`config.mk`:
```
export PLATFORM = sky130hd
export DESIGN_NAME = mem_arbiter
export DESIGN_NICKNAME = d
export VERILOG_FILES = /design/src/rtl/mem_pkg.sv /design/src/rtl/mem_arbiter_rr_pick2.sv /design/src/rtl/mem_arbiter.sv
export SDC_FILE = /design/constraint.sdc
export NUM_CORES = 1
export LEC_CHECK = 0
export CORE_MARGIN = 1
export CORE_UTILIZATION = 30
export DETAILED_ROUTE_END_ITERATION = 16
export PLACE_DENSITY = 0.87
export SLEW_MARGIN = 15
export SYNTH_ARGS = -nofsm -noshare
export SYNTH_HDL_FRONTEND = slang
export SYNTH_SLANG_ARGS = --single-unit
```
`constraint.sdc`:
```
create_clock -name clk -period 4.6 [get_ports clk]
set_input_delay 0.46 -clock clk [delete_from_list [all_inputs] [get_ports clk]]
set_output_delay 0.46 -clock clk [all_outputs]
set_load 0.02 [all_outputs]
```
`src/rtl/mem_pkg.sv`:
```
// -----------------------------------------------------------------------------
// mem_pkg : shared constants and FSM encoding for the memory arbiter
// Rev 1.0
// -----------------------------------------------------------------------------
`default_nettype none

package mem_pkg;
    localparam int W          = 17;
    localparam int AW         = 8;
    localparam int NPORT      = 3;
    localparam int PORT_LD    = 0;
    localparam int PORT_DATA  = 1;
    localparam int PORT_FETCH = 2;

    typedef enum logic [1:0] {
        ST_IDLE   = 2'd0,
        ST_SERVE  = 2'd1,
        ST_LOCKED = 2'd2
    } state_t;
endpackage

`default_nettype wire

```
`src/rtl/mem_arbiter_rr_pick2.sv`:
```
// -----------------------------------------------------------------------------
// rr_pick2 : combinational two-way round-robin picker (a = data, b = fetch)
// Rev 1.0
// -----------------------------------------------------------------------------
`default_nettype none

module rr_pick2 (
    input  logic       i_req_a,
    input  logic       i_req_b,
    input  logic       i_last_b,
    output logic [1:0] o_gnt
);
    always_comb begin
        o_gnt = 2'b00;
        if (i_req_a && i_req_b) begin
            // On a tie the side not served last wins.
            o_gnt = i_last_b ? 2'b01 : 2'b10;
        end else if (i_req_a) begin
            o_gnt = 2'b01;
        end else if (i_req_b) begin
            o_gnt = 2'b10;
        end
    end
endmodule

`default_nettype wire

```
`src/rtl/mem_arbiter.sv`:
```
// -----------------------------------------------------------------------------
// mem_arbiter : single-port memory arbiter for loader, data and fetch ports
// Rev 1.0
// -----------------------------------------------------------------------------
`default_nettype none

module mem_arbiter
    import mem_pkg::*;
(
    input  logic                clk,
    input  logic                rst_n,
    input  logic [NPORT-1:0]    req_valid,
    input  logic [NPORT-1:0]    req_we,
    input  logic [NPORT*AW-1:0] req_addr,
    input  logic [NPORT*W-1:0]  req_wdata,
    input  logic                ld_lock,
    input  logic [W-1:0]        mem_q,
    output logic [NPORT-1:0]    req_ready,
    output logic [NPORT-1:0]    rsp_valid,
    output logic [W-1:0]        rsp_rdata,
    output logic [AW-1:0]       mem_ad,
    output logic [W-1:0]        mem_data,
    output logic                mem_WE
);
    localparam logic [NPORT-1:0] c_WE_MASK = 3'b011;

    state_t           r_state;
    state_t           w_state_nxt;
    logic             r_rr_last;
    logic [1:0]       w_rr_gnt;
    logic [NPORT-1:0] w_gnt;
    logic [NPORT-1:0] w_we_eff;
    logic             w_hold_lock;
    logic             w_rd_gnt;

    rr_pick2 u_rr_pick2 (
        .i_req_a  (req_valid[PORT_DATA]),
        .i_req_b  (req_valid[PORT_FETCH]),
        .i_last_b (r_rr_last),
        .o_gnt    (w_rr_gnt)
    );

    assign w_we_eff    = req_we & c_WE_MASK;
    assign w_hold_lock = (r_state == ST_LOCKED) && ld_lock;

    always_comb begin
        w_gnt       = '0;
        w_state_nxt = ST_IDLE;
        if (!rst_n) begin
            w_gnt = '0;
        end else if (w_hold_lock) begin
            // Loader owns the memory; an idle loader leaves a bubble.
            w_gnt[PORT_LD] = req_valid[PORT_LD];
        end else if (req_valid[PORT_LD]) begin
            w_gnt[PORT_LD] = 1'b1;
        end else begin
            w_gnt[PORT_FETCH:PORT_DATA] = w_rr_gnt;
        end

        if ((w_gnt[PORT_LD] && ld_lock) || w_hold_lock) begin
            w_state_nxt = ST_LOCKED;
        end else if (|w_gnt) begin
            w_state_nxt = ST_SERVE;
        end
    end

    always_comb begin
        mem_ad   = '0;
        mem_data = '0;
        mem_WE   = 1'b0;
        for (int p = 0; p < NPORT; p++) begin
            if (w_gnt[p]) begin
                mem_ad   = req_addr[p*AW +: AW];
                mem_data = req_wdata[p*W +: W];
                mem_WE   = w_we_eff[p];
            end
        end
    end

    assign req_ready = w_gnt;
    assign w_rd_gnt  = |(w_gnt & ~w_we_eff);

    always_ff @(posedge clk) begin
        if (!rst_n) begin
            r_state   <= ST_IDLE;
            r_rr_last <= 1'b1;
            rsp_valid <= '0;
            rsp_rdata <= '0;
        end else begin
            r_state   <= w_state_nxt;
            rsp_valid <= w_gnt;
            if (w_rd_gnt) begin
                rsp_rdata <= mem_q;
            end
            if (w_gnt[PORT_DATA]) begin
                r_rr_last <= 1'b0;
            end else if (w_gnt[PORT_FETCH]) begin
                r_rr_last <= 1'b1;
            end
        end
    end
endmodule

`default_nettype wire

```
==> results of run 1 <==
## state kept, by name, indices dropped and copies added (netlist names)
register   count
r_rr_last      1
rsp_rdata     17
r_state        2
rsp_valid      3
## layout by cell type, fill, tap and decap left out, types with 2 or more instances in the layout
cell	synthesis	final
sky130_fd_sc_hd__nor2_1	3	2
sky130_fd_sc_hd__dfxtp_1	23	23
sky130_fd_sc_hd__nand2b_1	2	2
sky130_fd_sc_hd__clkdlybuf4s50_1	0	148
sky130_fd_sc_hd__buf_4	1	4
sky130_fd_sc_hd__mux2i_1	17	17
sky130_fd_sc_hd__nand2_1	68	68
sky130_fd_sc_hd__inv_1	20	20
sky130_fd_sc_hd__a22oi_1	25	25
sky130_fd_sc_hd__clkbuf_8	0	3
## worst paths after layout
| path | startpoint | end | cells after the start |
|---|---|---|---|
| worst max-delay path | rst_n | mem_data[3] | 8 |
| worst min-delay path | rsp_rdata[9] | rsp_rdata[9] | 2 |
| worst max register to register | r_state[0] | rsp_rdata[10] | 4 |
| worst min register to register | rsp_rdata[9] | rsp_rdata[9] | 2 |
## metal layers
metal / track usage (%) / up-vias
li1: - / 904
met1: 22.51 / 814
met2: 40.78 / 73
met3: 4.942 / 12
met4: 6.349 / 0
met5: 0 / -
## power groups by stage
stage               Sequential (mW)  Combinational (mW)  Clock [mW]
global route                  0.228               0.288       0.141
floorplan                     0.251              0.0862           0
CTS                           0.226               0.272       0.129
global placement              0.230               0.266           0
detailed placement            0.231               0.271           0
finish                        0.226               0.270       0.125
## logic make-up after synthesis
| family | Yosys count | share of synthesized area (%) |
|---|---|---|
| AOI/OAI and AO/OA | 33 | 20.29 |
| buffers and inverters | 32 | 10.69 |
| DFF | 23 | 33.64 |
| muxes | 17 | 12.43 |
| and+or+nand+nor | 78 | 22.94 |
## cell type report
class / instances / area (sq um) / share of cell area [%]
repair buffers: 152 / 1511 / 51.30
inverters: 21 / 81.33 / 2.760
well taps: 52 / 65.06 / 2.208
clock buffers: 3 / 41.29 / 1.401
clock inverters: 1 / 5.005 / 0.1699
flip-flops and latches: 23 / 460.4 / 15.63
multi-input cells: 128 / 782.0 / 26.54
## worst max-delay path, stage by stage
cell and delay, ns:
sky130_fd_sc_hd__clkdlybuf4s50_1 0.45, sky130_fd_sc_hd__buf_4 0.23, sky130_fd_sc_hd__inv_4 0.09, sky130_fd_sc_hd__nor4_2 0.51, sky130_fd_sc_hd__buf_4 0.39, sky130_fd_sc_hd__a22oi_1 0.14, sky130_fd_sc_hd__nand2_1 0.10, sky130_fd_sc_hd__clkdlybuf4s50_1 0.64
==> flow_summary.json, run 1 <==
{
  "cts_hold_bufs": 0,
  "die_wd_um": 69.55,
  "initial_core_util_pct": 31.22,
  "p_int_mw": 0.4359,
  "netlist.area_leader.share_pct": 33.64,
  "rsz_0062_raised_after_global_routing": "false",
  "synth_nets": 284,
  "floorplan.die.height_um": 69.55,
  "cts_tree": "yes",
  "sequentialPowerShare_pct": 36.4,
  "ranking_of_synthesized_cells_by_instance_count": "68 x sky130_fd_sc_hd__nand2_1, 25 x sky130_fd_sc_hd__a22oi_1, 23 x sky130_fd_sc_hd__dfxtp_1, 20 x sky130_fd_sc_hd__inv_1, 17 x sky130_fd_sc_hd__mux2i_1",
  "synthCells": 183,
  "wirelength_routed_mm": 5.054,
  "antenna_left": 0,
  "grt_antenna_before_repair": 0,
  "worst_skew_pair.late_latency_ns": 0.26,
  "power_leakage_nw": 1.326,
  "timing_worst_slew_pin_value_ns": 1.120,
  "final_max_slew_viol_count": 0,
  "post-layout-total-power_mw": 0.6214,
  "grt_start_max_net_pins": 28,
  "clkSlewWorstSetupHoldPaths_ns": 0.09,
  "first_pass_iters": 5,
  "critical_path_required_ns": 4.14,
  "detail_route.iter0.violations": 60,
  "placement_rows": 24,
  "timing_hold_violations_final": 0,
  "detail_route.vias_per_cell": 4.745,
  "post-route-drc-count": 0,
  "synth-warning-count": 0,
  "number_of_global_route_vias_before_repair": 1895,
  "crit_path_dat_ns": 3.03,
  "clock_power_share_pct": 20.1,
  "routed_wire_length_per_instance_um": 13.30,
  "met3_wirelength_um": 315,
  "post_synth_main_area_contributors": "sky130_fd_sc_hd__dfxtp_1 34%, sky130_fd_sc_hd__nand2_1 19%, sky130_fd_sc_hd__a22oi_1 14%, sky130_fd_sc_hd__mux2i_1 12%, sky130_fd_sc_hd__inv_1 5.5%",
  "topRoutingLayerUsed": "met4",
  "globalRouteOverflowTotal": 0,
  "timing.max_cap.violations": 0,
  "worst_min_delay_path_class": "reg2reg",
  "ir_worst_vdd_mv": 0.1190,
  "clk_path_buf_depth": 2,
  "met2_wirelength_mm": 2.665,
  "timing.reg2reg.setup_slack_ns": 2.56,
  "placed_area_sq_um": 2900,
  "power_switching_mw": 0.1854,
  "fin_skew_ns": 0.006608,
  "post-synth-top-count-cell": "sky130_fd_sc_hd__nand2_1",
  "design.final.nets": 430,
  "timing.final.crit_share_pct": 75.88,
  "switching_share_pct": 29.84,
  "finish.instance_area_sq_um": 2947,
  "hold_slack_ns": 0.4605,
  "design.die.area_sq_um": 4837,
  "ys.flop_type": "sky130_fd_sc_hd__dfxtp_1",
  "synth_top_area_cell": "sky130_fd_sc_hd__dfxtp_1",
  "detailedPlacementHpwl_mm": 4.069,
  "crit_type": "in2out",
  "share_of_flip_flops_with_an_asynchronous_set_or_reset_pct": 0,
  "wire_length_of_the_first_global_routing_pass_mm": 8.418,
  "combinational_group_share_of_total_power_pct": 43.5,
  "post_cts.resized_instances": 0,
  "number_of_filler_cells_placed_in_the_layout": 358,
  "synth_edf_count": 0,
  "power_per_cell_area_nw_per_um2": 210.9,
  "status": "finished, final reports clean",
  "period_needed_ns": 3.491,
  "maxClockFrequency_mhz": 286.5,
  "critPathLaunchType": "input port",
  "synthesis.area_sq_um": 1369,
  "final.setup.tns_ns": 0,
  "diodes": 0,
  "io_buf_count": 148,
  "final_core_utilization_pct": 67.21,
  "slew_headroom_pct": 25.33,
  "cts_max_level": 1,
  "num_io_pins": 150,
  "placedCellCount": 376,
  "dr_total_vias": 1803,
  "total_routing_usage_reported_by_global_routing_pct": 21.19,
  "finalWorstSetupSlack_ns": 1.109,
  "placeable_core_region_sq_um": 4384,
  "cell_variety_after_synth": 24,
  "ys_ff_latch": 23,
  "postSynthAreaPerCell_sq_um": 7.480,
  "tritoncts.num_buffers": 3,
  "cts.sinks": 23,
  "cts_setup_buffers": 0,
  "met1Wirelength_mm": 1.943,
  "area_growth_pct": 115.3,
  "critical_path.endpoint_type": "primary output",
  "place_congestion": 0.8184,
  "post-place-ws_ns": 1.119,
  "ctsRootBufferMaster": "sky130_fd_sc_hd__clkbuf_8",
  "drive_above_1_share_pct": 3.963,
  "setup_viol": 0,
  "synth.yosys.seq_area_share_pct": 33.64,
  "stdcell_count": 380,
  "worstPathMaxFanout": 27
}
No activity file was read; power rests on OpenSTA's default activity.
==> run 2, diff against run 1 <==
--- a/config.mk
+++ b/config.mk
@@ -6,9 +6,9 @@
 export NUM_CORES = 1
 export LEC_CHECK = 0
 export CORE_MARGIN = 1
-export CORE_UTILIZATION = 30
+export CORE_UTILIZATION = 25
 export DETAILED_ROUTE_END_ITERATION = 16
-export PLACE_DENSITY = 0.87
+export PLACE_DENSITY = 0.77
 export SLEW_MARGIN = 15
 export SYNTH_ARGS = -nofsm -noshare
 export SYNTH_HDL_FRONTEND = slang
==> constraint.sdc (replaced) <==
create_clock -name clk -period 3 [get_ports clk]
set_input_delay 0.3 -clock clk [delete_from_list [all_inputs] [get_ports clk]]
set_output_delay 0.3 -clock clk [all_outputs]
set_load 0.02 [all_outputs]
==> run 2 against run 1 <==
Hold slack about the same. Highest routed layer unchanged. Clock skew down 0.0056 ns. Worst setup slack worse by 0.85 ns. Total power up 53%. Global-route usage down 3.5 points. Non-clock buffer count up 1.
==> flow_summary.json, run 2 (synthesis gave the netlist of run 1 again) <==
{
  "design.final.nets": 431,
  "detailedPlacementHpwl_mm": 4.016,
  "num_io_pins": 150,
  "diodes": 0,
  "floorplan.die.height_um": 76.00,
  "initial_core_util_pct": 26.30,
  "cts_max_level": 1,
  "critPathLaunchType": "input port",
  "routed_wire_length_per_instance_um": 12.68,
  "placeable_core_region_sq_um": 5205,
  "tritoncts.num_buffers": 3,
  "hold-path-cell-count": 2,
  "stdcell_count": 399,
  "cts_tree": "yes",
  "wirelength_routed_mm": 5.061,
  "post-layout-total-power_mw": 0.9506,
  "layout.cells.most_common_list": "148 x sky130_fd_sc_hd__clkdlybuf4s50_1, 68 x sky130_fd_sc_hd__nand2_1, 25 x sky130_fd_sc_hd__a22oi_1",
  "worstPathBufferInverterCount": 3,
  "final.setup.tns_ns": 0,
  "cts_setup_buffers": 0,
  "worst_min_delay_path_class": "reg2reg",
  "setup_viol": 0,
  "timing_hold_violations_final": 0,
  "worstPathCellList": "clkdlybuf4s50_1 -> and3b_1 -> a2111oi_4 -> buf_12 -> a22oi_1 -> nand2_1 -> clkdlybuf4s50_1",
  "clk_path_buf_depth": 2,
  "crit_type": "in2out",
  "dr_total_vias": 1814,
  "cp-startpoint": "ld_lock",
  "power_per_cell_area_nw_per_um2": 316.7,
  "cpMostUsedCell": "sky130_fd_sc_hd__clkdlybuf4s50_1",
  "worstPathMaxFanout": 28,
  "critical_path_required_ns": 2.70,
  "post-route-drc-count": 0,
  "holdCritStartpoint": "rsp_rdata[12]",
  "number_of_global_route_vias_before_repair": 1851,
  "post_cts.resized_instances": 0,
  "status": "finished, final reports clean",
  "timing_worst_slew_pin_value_ns": 0.3357,
  "top_register": "rsp_rdata",
  "placedCellCount": 395,
  "grt_antenna_before_repair": 0,
  "r2r_end": "rsp_rdata[11]",
  "timing.reg2reg.setup_slack_ns": 1.19,
  "io_buf_count": 148,
  "detail_route.iter0.violations": 79,
  "reg_top3": "rsp_rdata x17, rsp_valid x3, r_state x2",
  "die_wd_um": 76.00,
  "final_max_slew_viol_count": 0,
  "critical_path.slowest_cell": "sky130_fd_sc_hd__clkdlybuf4s50_1",
  "drive_above_1_share_pct": 4.255,
  "maxClockFrequency_mhz": 364.7,
  "ir_worst_vdd_mv": 0.1895,
  "detail_route.vias_per_cell": 4.546,
  "wire_length_of_the_first_global_routing_pass_mm": 8.321,
  "design.die.area_sq_um": 5775,
  "timing.max_cap.violations": 0,
  "slew_headroom_pct": 77.04,
  "period_needed_ns": 2.742,
  "antenna_left": 0,
  "mostFrequentLayoutCell": "sky130_fd_sc_hd__clkdlybuf4s50_1",
  "rsz_0062_raised_after_global_routing": "false",
  "timing.final.crit_share_pct": 91.39,
  "first_pass_iters": 4,
  "worst_r2r_path_depth": 6,
  "area_growth_pct": 119.3,
  "grt_start_max_net_pins": 30,
  "hold-path-endpoint": "rsp_rdata[12]",
  "fin_skew_ns": 0.0009799,
  "total_routing_usage_reported_by_global_routing_pct": 17.67,
  "crit_path_dat_ns": 2.44,
  "worst_skew_pair.late_latency_ns": 0.26,
  "cts.sinks": 23,
  "placement_rows": 26,
  "reg2reg_from": "r_state[0]",
  "clkSlewWorstSetupHoldPaths_ns": 0.08,
  "largest_register_ff_count": 17,
  "cts_hold_bufs": 0,
  "crit_family": "buffers and inverters",
  "place_congestion": 0.8267,
  "power_leakage_nw": 1.336,
  "critical_path.endpoint_type": "primary output",
  "max_stage_delay_ns": 0.61,
  "globalRouteOverflowTotal": 0,
  "ctsRootBufferMaster": "sky130_fd_sc_hd__clkbuf_8"
}
-- run 2: cell count changes in the layout (fill, tap and decap cells not counted), sizes merged --
cell / before / now
buf: 4 / 5
-- run 2: routing by layer --
layer	share of wire, %	wire [um]	global-route usage (%)
met3	4.8	243	3.114
met1	41	2059	20.39
met5	0	0	0
met2	52	2607	32.18
met4	3.0	151	6.923
-- run 2: cell type report --
type / count / area (sq um)
Inverter: 21 / 81.33
Sequential cell: 23 / 460.4
Fill cell: 486 / 2203
Clock inverter: 1 / 5.005
Tap cell: 70 / 87.58
Clock buffer: 3 / 41.29
Timing Repair Buffer: 153 / 1544
Multi-Input combinational cell: 128 / 782.0
-- run 2: worst min-delay path, cell delays in order (launching register included) --
cell	delay [ns]
sky130_fd_sc_hd__dfxtp_1	0.31
sky130_fd_sc_hd__nand2_1	0.05
sky130_fd_sc_hd__mux2i_1	0.05
-- run 2: metrics by stage --
| stage | util [%] | worst slack (ns) | instance area (sq um) | hold slack [ns] |
|---|---|---|---|---|
| 2_1_floorplan | - | 0.9234 | 1369 | 0.4191 |
| 3_3_place_gp | 56.78 | 0.2919 | 2955 | 0.4445 |
| 3_5_place_dp | 56.78 | 0.2720 | 2955 | 0.4505 |
| 4_1_cts | 57.67 | 0.2663 | 3002 | 0.4657 |
| 5_1_grt | 57.67 | 0.1580 | 3002 | 0.4871 |
| 6_report | 57.67 | 0.2584 | 3002 | 0.4604 |
-- run 2: where the power goes --
| group | switching (mW) | total, mW | leakage [nW] | internal (mW) |
|---|---|---|---|---|
| Combinational | 0.172 | 0.418 | 1.12 | 0.246 |
| Sequential | 0.0135 | 0.347 | 0.190 | 0.333 |
| Clock | 0.0940 | 0.186 | 0.0255 | 0.0925 |
| Total | 0.279 | 0.951 | 1.34 | 0.671 |
-- run 2: worst max path at each step --
stage / end / slack [ns] / cells after the start
CTS: mem_ad[4] / 0.27 / 7
finish: mem_ad[4] / 0.26 / 7
floorplan: mem_ad[0] / 0.92 / 6
global route: mem_data[6] / 0.16 / 7
global placement: mem_data[10] / 0.29 / 7
detailed placement: mem_ad[4] / 0.27 / 7
